[config.mk]
export PLATFORM = sky130hd
export DESIGN_NAME = banked_register_file_flat
export DESIGN_NICKNAME = d
export VERILOG_FILES = /design/src/rtl/banked_register_file_if.sv /design/src/rtl/banked_register_file.sv /design/src/flat_wrapper.sv
export SDC_FILE = /design/constraint.sdc
export NUM_CORES = 2
export LEC_CHECK = 0
export BUFFER_PORTS_ARGS = -buffer_cell sky130_fd_sc_hd__buf_4
export CAP_MARGIN = 40
export CORE_ASPECT_RATIO = 1.2
export CORE_MARGIN = 1
export CORE_UTILIZATION = 38
export DETAILED_ROUTE_END_ITERATION = 10
export REMOVE_ABC_BUFFERS = 1
export SKIP_LAST_GASP = 1
export SLEW_MARGIN = 30
export SYNTH_ARGS = -nofsm -noshare
export SYNTH_HDL_FRONTEND = slang
export SYNTH_SLANG_ARGS = --single-unit
[constraint.sdc]
create_clock -name clk -period 10.3 [get_ports clk]
set_input_delay 1.03 -clock clk [delete_from_list [all_inputs] [get_ports clk]]
set_output_delay 1.03 -clock clk [all_outputs]
set_load 0.01 [all_outputs]
[src/rtl/banked_register_file_if.sv]
// ---------------------------------------------------------------------------
// banked_register_file_if
//
// Bundles the decode-side read signals, the writeback-side write signals and
// the clear/ready control of the banked register file.
//
//   rf_clear_req        : pulse that restarts the clear sweep
//   rf_ready            : file cleared and accepting writes
//   ds_read_sel         : per-port read index, port i at [i*IDX_WIDTH +: IDX_WIDTH]
//   ds_read_en          : per-port read enable
//   rf_read_value       : per-port read data, port i at [i*DATA_WIDTH +: DATA_WIDTH]
//   wb_writeback_reg    : write index (thread id in the upper bits)
//   wb_writeback_value  : write data
//   wb_enable_writeback : write strobe
//
// master : the pipeline side (decode + writeback)
// slave  : the register file
// ---------------------------------------------------------------------------
interface banked_register_file_if #(
    parameter int DATA_WIDTH     = 32,
    parameter int NUM_READ_PORTS = 2,
    parameter int IDX_WIDTH      = 7
);
    logic                                rf_clear_req;
    logic                                rf_ready;
    logic [NUM_READ_PORTS*IDX_WIDTH-1:0] ds_read_sel;
    logic [NUM_READ_PORTS-1:0]           ds_read_en;
    logic [NUM_READ_PORTS*DATA_WIDTH-1:0] rf_read_value;
    logic [IDX_WIDTH-1:0]                wb_writeback_reg;
    logic [DATA_WIDTH-1:0]               wb_writeback_value;
    logic                                wb_enable_writeback;

    modport master (
        output rf_clear_req,
        output ds_read_sel,
        output ds_read_en,
        output wb_writeback_reg,
        output wb_writeback_value,
        output wb_enable_writeback,
        input  rf_ready,
        input  rf_read_value
    );

    modport slave (
        input  rf_clear_req,
        input  ds_read_sel,
        input  ds_read_en,
        input  wb_writeback_reg,
        input  wb_writeback_value,
        input  wb_enable_writeback,
        output rf_ready,
        output rf_read_value
    );
endinterface

[src/rtl/banked_register_file.sv]
// ---------------------------------------------------------------------------
// banked_register_file
//
// Multi-threaded register file with NUM_READ_PORTS registered read ports and
// one writeback port. After reset, or on rf_clear_req, a hardware sweep
// zeroes every entry one per cycle; rf_ready is high once the sweep is done.
//
// Ports:
//   clk   : clock, all state on the rising edge
//   reset : asynchronous, active-low reset
//   bus   : banked_register_file_if.slave (read/write/clear signals)
//
// Build option:
//   REGFILE_BYPASS_EN : when defined, a write in the same cycle as a read of
//                       the same index forwards the new value to that port;
//                       otherwise the read returns the pre-write contents.
// ---------------------------------------------------------------------------
module banked_register_file #(
    parameter int DATA_WIDTH      = 32,
    parameter int NUM_THREADS     = 4,
    parameter int REGS_PER_THREAD = 32,
    parameter int NUM_READ_PORTS  = 2
) (
    input  logic                    clk,
    input  logic                    reset,
    banked_register_file_if.slave   bus
);
    localparam int TOTAL_REGS = NUM_THREADS * REGS_PER_THREAD;
    localparam int IDX_WIDTH  = $clog2(TOTAL_REGS);
    localparam logic [IDX_WIDTH-1:0] LAST_IDX     = IDX_WIDTH'(TOTAL_REGS - 1);
    localparam logic [IDX_WIDTH:0]   TOTAL_REGS_W = (IDX_WIDTH + 1)'(TOTAL_REGS);

    typedef enum logic {CLEARING, READY} state_t;

    state_t                 state_q, state_d;
    logic [IDX_WIDTH-1:0]   clear_idx_q, clear_idx_d;
    logic [DATA_WIDTH-1:0]  registers [TOTAL_REGS];
    logic                   wr_fire;
    logic [DATA_WIDTH-1:0]  rd_data_p1 [NUM_READ_PORTS];

    // Indices beyond TOTAL_REGS only exist when TOTAL_REGS is not a power of two.
    function automatic logic idx_in_range(input logic [IDX_WIDTH-1:0] idx);
        return ({1'b0, idx} < TOTAL_REGS_W);
    endfunction

    // A writeback only lands in READY, and a clear request in the same cycle wins.
    assign wr_fire = (state_q == READY) && bus.wb_enable_writeback &&
                     !bus.rf_clear_req && idx_in_range(bus.wb_writeback_reg);

    assign bus.rf_ready = (state_q == READY);

    always_ff @(posedge clk or negedge reset) begin
        if (!reset) begin
            state_q     <= CLEARING;
            clear_idx_q <= '0;
        end else begin
            state_q     <= state_d;
            clear_idx_q <= clear_idx_d;
        end
    end

    always_comb begin
        state_d     = state_q;
        clear_idx_d = clear_idx_q;
        unique case (state_q)
            CLEARING: begin
                if (bus.rf_clear_req) begin
                    clear_idx_d = '0;
                end else if (clear_idx_q == LAST_IDX) begin
                    state_d     = READY;
                    clear_idx_d = '0;
                end else begin
                    clear_idx_d = clear_idx_q + IDX_WIDTH'(1);
                end
            end
            READY: begin
                if (bus.rf_clear_req) begin
                    state_d     = CLEARING;
                    clear_idx_d = '0;
                end
            end
            default: begin
                state_d     = CLEARING;
                clear_idx_d = '0;
            end
        endcase
    end

    // Storage carries no reset; the sweep defines its contents before READY.
    always_ff @(posedge clk) begin
        if (state_q == CLEARING) begin
            registers[clear_idx_q] <= '0;
        end else if (wr_fire) begin
            registers[bus.wb_writeback_reg] <= bus.wb_writeback_value;
        end
    end

    for (genvar i = 0; i < NUM_READ_PORTS; i++) begin : g_rd
        logic [IDX_WIDTH-1:0]  sel_p0;
        logic [DATA_WIDTH-1:0] data_p0;

        assign sel_p0 = bus.ds_read_sel[i*IDX_WIDTH +: IDX_WIDTH];

        // Reads during the sweep return 0 so partially cleared contents never leak.
        always_comb begin
            data_p0 = '0;
            if ((state_q == READY) && idx_in_range(sel_p0)) begin
                data_p0 = registers[sel_p0];
`ifdef REGFILE_BYPASS_EN
                if (wr_fire && (bus.wb_writeback_reg == sel_p0)) begin
                    data_p0 = bus.wb_writeback_value;
                end
`endif
            end
        end

        // ---- stage p0 -> p1 : registered read data ----
        always_ff @(posedge clk or negedge reset) begin
            if (!reset) begin
                rd_data_p1[i] <= '0;
            end else if (bus.ds_read_en[i]) begin
                rd_data_p1[i] <= data_p0;
            end
        end

        assign bus.rf_read_value[i*DATA_WIDTH +: DATA_WIDTH] = rd_data_p1[i];
    end

endmodule

[src/flat_wrapper.sv]
// flat-port wrapper written by rule: the top's interface ports become plain ports
module banked_register_file_flat 
#(
    parameter int DATA_WIDTH      = 32,
    parameter int NUM_THREADS     = 4,
    parameter int REGS_PER_THREAD = 32,
    parameter int NUM_READ_PORTS  = 2
)
  (clk, reset, bus_rf_clear_req, bus_ds_read_sel, bus_ds_read_en, bus_wb_writeback_reg, bus_wb_writeback_value, bus_wb_enable_writeback, bus_rf_ready, bus_rf_read_value);
  banked_register_file_if #(.DATA_WIDTH(DATA_WIDTH), .NUM_READ_PORTS(NUM_READ_PORTS), .IDX_WIDTH(($clog2((NUM_THREADS * REGS_PER_THREAD))))) bus_i ();
  input  logic clk;
  input  logic reset;
  input wire logic [$bits(bus_i.rf_clear_req)-1:0] bus_rf_clear_req;
  input wire logic [$bits(bus_i.ds_read_sel)-1:0] bus_ds_read_sel;
  input wire logic [$bits(bus_i.ds_read_en)-1:0] bus_ds_read_en;
  input wire logic [$bits(bus_i.wb_writeback_reg)-1:0] bus_wb_writeback_reg;
  input wire logic [$bits(bus_i.wb_writeback_value)-1:0] bus_wb_writeback_value;
  input wire logic [$bits(bus_i.wb_enable_writeback)-1:0] bus_wb_enable_writeback;
  output wire logic [$bits(bus_i.rf_ready)-1:0] bus_rf_ready;
  output wire logic [$bits(bus_i.rf_read_value)-1:0] bus_rf_read_value;
  assign bus_i.rf_clear_req = bus_rf_clear_req;
  assign bus_i.ds_read_sel = bus_ds_read_sel;
  assign bus_i.ds_read_en = bus_ds_read_en;
  assign bus_i.wb_writeback_reg = bus_wb_writeback_reg;
  assign bus_i.wb_writeback_value = bus_wb_writeback_value;
  assign bus_i.wb_enable_writeback = bus_wb_enable_writeback;
  assign bus_rf_ready = bus_i.rf_ready;
  assign bus_rf_read_value = bus_i.rf_read_value;
  banked_register_file #(.DATA_WIDTH(DATA_WIDTH), .NUM_THREADS(NUM_THREADS), .REGS_PER_THREAD(REGS_PER_THREAD), .NUM_READ_PORTS(NUM_READ_PORTS)) u_core (.clk(clk), .reset(reset), .bus(bus_i));
endmodule
==> flow_summary.json <==
{
  "path_clk_slew_ps": 60,
  "crit_type": "reg -> reg",
  "drtAntennaViolNets": 0,
  "rsz0062_at_grt": "no",
  "cts.sinks": 4168,
  "synth_cell_type_count": 48,
  "final_common_cell": "edfxtp_1",
  "grt_remaining_overflow": 0,
  "endpoint_kind": "flop",
  "multi_input_area_um2": 64470,
  "wl_um": 691000,
  "syn_inst": 9472,
  "cp_max_fo": 22,
  "fp-row-count": 284,
  "synth_edf_count": 4096,
  "wl_per_cell_um": 41.33,
  "startpoint_type": "flop",
  "vias": 111000,
  "setup_tns_ps": 0,
  "regArea_um2": 124800,
  "syn_to_final_growth_pct": 14.00,
  "slew_headroom_pct": 12.43,
  "drive_gt1_share_pct": 35.37,
  "h-tree-depth": 5,
  "synth-seq-cells": 4168,
  "grt_pass1_wl_um": 939300,
  "synth_warnings": 0,
  "track_usage_pct": 26.83,
  "die_h_um": 778.8,
  "drcViolationCount": 0,
  "p_leak_nw": 75.62,
  "io_pins": 124,
  "post-cts-setup-buffer-count": 0,
  "async_reset_ff_share_pct": 1.727,
  "vias_per_cell": 6.641,
  "most-common-layout-cells": "4096 x edfxtp_1, 1984 x mux4_2, 518 x mux2i_1, 476 x buf_4, 410 x clkbuf_16",
  "hold_viol": 0,
  "die_w_um": 649.3,
  "min_path_type": "in -> reg",
  "syn_area_um2": 191100,
  "clk-insertion-delay-late_ps": 1060,
  "tritoncts": "yes",
  "ys_seq_area_share_pct": 65.31,
  "drt-initial-drc-count": 16240,
  "fill_cells": 42340,
  "firstDrtPassIters": 6,
  "die-area_um2": 505700,
  "first_global_vias": 113300,
  "worstPathRequired_ps": 10930,
  "dpl.hpwl_um": 426200,
  "drv_cap": 0,
  "utilization_pct": 43.60,
  "cts_buffer_depth": 4,
  "avgSynthCellArea_um2": 20.17,
  "synth_ff_type": "edfxtp_1",
  "ir_worst_vdd_v": 0.0001427,
  "fin_crit_ps": 4441,
  "fin_skew_ps": 75.41,
  "tightestPinTransition_ps": 1314,
  "cts_buffers": 406,
  "antenna_found_initial": 72,
  "numPortBuffers": 123,
  "max_freq_ghz": 0.2252,
  "min_period_over_period_pct": 43.11,
  "status": "complete, no violations",
  "gp_congestion": 0.9013,
  "final_nets": 9828,
  "core_area_um2": 499600,
  "maxSlewViolCount": 0,
  "power_density_nw_per_um2": 165.5,
  "cts_root_buf": "clkbuf_16",
  "setup_viol_count_final": 0,
  "start_util_pct": 38.25,
  "grt_max_degree": 116,
  "worstPathArrival_ps": 5070
}
[critical path, cell delays in order, from the launching register on]
cell      delay [ps]
dfrtp_1          360
buf_4            410
nand3b_1         500
nand2_1          640
and2_1           240
nand2_1          430
nor2_4           760
buf_4            670
[routing by layer]
layer / global-route usage [%] / vias to the layer above / routed length, um
met5: 0 / - / 333
met4: 18.17 / 52 / 55780
met3: 7.611 / 1591 / 76950
met2: 42.52 / 7288 / 323000
met1: 32.01 / 60210 / 235000
li1: - / 41890 / -
[synthesized netlist by cell type, types with 2 or more instances]
cell / number / area, um^2
a211oi_1: 128 / 960.9
a31oi_1: 32 / 200.2
nand3_1: 9 / 45.04
mux2i_1: 518 / 5185
buf_4: 44 / 330.3
nor3b_1: 2 / 15.01
inv_1: 3 / 11.26
o21ai_0: 104 / 520.5
a32oi_1: 64 / 560.5
a21oi_1: 64 / 320.3
o31ai_1: 2 / 15.01
nand2_1: 222 / 833.3
dfrtp_1: 72 / 1802
a2111oi_0: 64 / 560.5
or3_1: 3 / 18.77
and2_1: 37 / 231.5
edfxtp_1: 4096 / 123000
nor2_1: 364 / 1366
a22o_1: 64 / 560.5
xnor2_1: 2 / 17.52
a311oi_1: 32 / 280.3
a211o_1: 64 / 560.5
nand2b_1: 87 / 544.3
and3_1: 2 / 12.51
clkbuf_1: 376 / 1411
o221ai_1: 128 / 1121
a22oi_1: 64 / 480.5
nand3b_1: 7 / 52.55
o22ai_1: 128 / 800.8
buf_2: 280 / 1401
o311ai_1: 64 / 560.5
buf_1: 66 / 247.7
or2_2: 6 / 37.54
o21bai_1: 64 / 480.5
mux2_2: 64 / 720.7
or3b_2: 3 / 26.28
nor2b_1: 81 / 506.7
a21o_1: 66 / 495.5
mux4_2: 1984 / 44680
buf_6: 4 / 45.04
[sequential cells by signal, summed over array words and instances, names as in the netlist]
name                      flops
u_core.registers           4096
u_core.bus.rf_read_value     64
u_core.clear_idx_q            7
u_core.bus.rf_ready           1
[cell families after synthesis]
kind of cell	count (synthesis)	share of synthesized area [%]
flops	4168	65.31
simple gates	828	1.949
compound gates	1133	4.441
buf+inv	773	1.804
xor+xnor	3	0.01375
fa+ha+maj	1	0.006547
mux	2566	26.47
[cell type report]
cell class,count,area share (%)
repair buffers,658,3.127
inverters,3,0.005169
diodes,30,0.03446
clock inverters,259,1.262
multi-input cells,4531,29.60
flip-flops and latches,4168,57.29
clock buffers,491,4.909
well taps,6578,3.778
[metrics by stage]
| stage | cell area (um^2) | hold slack, ps | total power, mW | instances | setup WS, ps |
|---|---|---|---|---|---|
| final | 217800 | 328.6 | 36.05 | 16720 | 5859 |
| after global placement | 201400 | 547.6 | 21.04 | 15780 | 4491 |
| after floorplan | 187700 | 506.0 | 19.75 | 8702 | 5079 |
| after global routing | 217800 | 324.0 | 36.79 | 16690 | 5698 |
| after CTS | 217000 | 17.19 | 36.15 | 16650 | 5864 |
| after detailed placement | 203600 | 579.7 | 21.08 | 15900 | 4846 |
[final timing paths]
| check | startpoint | endpoint | slack [ps] | cells after the start |
|---|---|---|---|---|
| worst max-delay path | u_core.bus.rf_ready$_DFF_PN0_ | u_core.registers[84][29]$_DFFE_PP_ | 5860 | 7 |
| worst min-delay path | bus_rf_clear_req | u_core.clear_idx_q[2]$_DFFE_PN0P_ | 330 | 2 |
| worst max register to register | u_core.bus.rf_ready$_DFF_PN0_ | u_core.registers[84][29]$_DFFE_PP_ | 5860 | 7 |
| worst min register to register | u_core.bus.rf_read_value[18]$_DFFE_PN0P_ | u_core.bus.rf_read_value[18]$_DFFE_PN0P_ | 600 | 2 |
| max in group asynchronous | reset | u_core.bus.rf_read_value[55]$_DFFE_PN0P_ | 8590 | 3 |
| min in group asynchronous | reset | u_core.bus.rf_read_value[13]$_DFFE_PN0P_ | 470 | 2 |
[power breakdown]
part | switching (mW) | total [mW] | internal (mW)
Combinational | 1.46 | 2.35 | 0.896
Sequential | 0.0195 | 18.4 | 18.4
Clock | 6.79 | 15.3 | 8.50
Total | 8.27 | 36.1 | 27.8
[timing repair]
item                                   4_1_cts  5_1_grt
endpoints found under the hold margin        0       18
gates resized for setup                      0        0
hold buffers                                 0        1
Note: power is estimated with default switching activity, not from simulation.
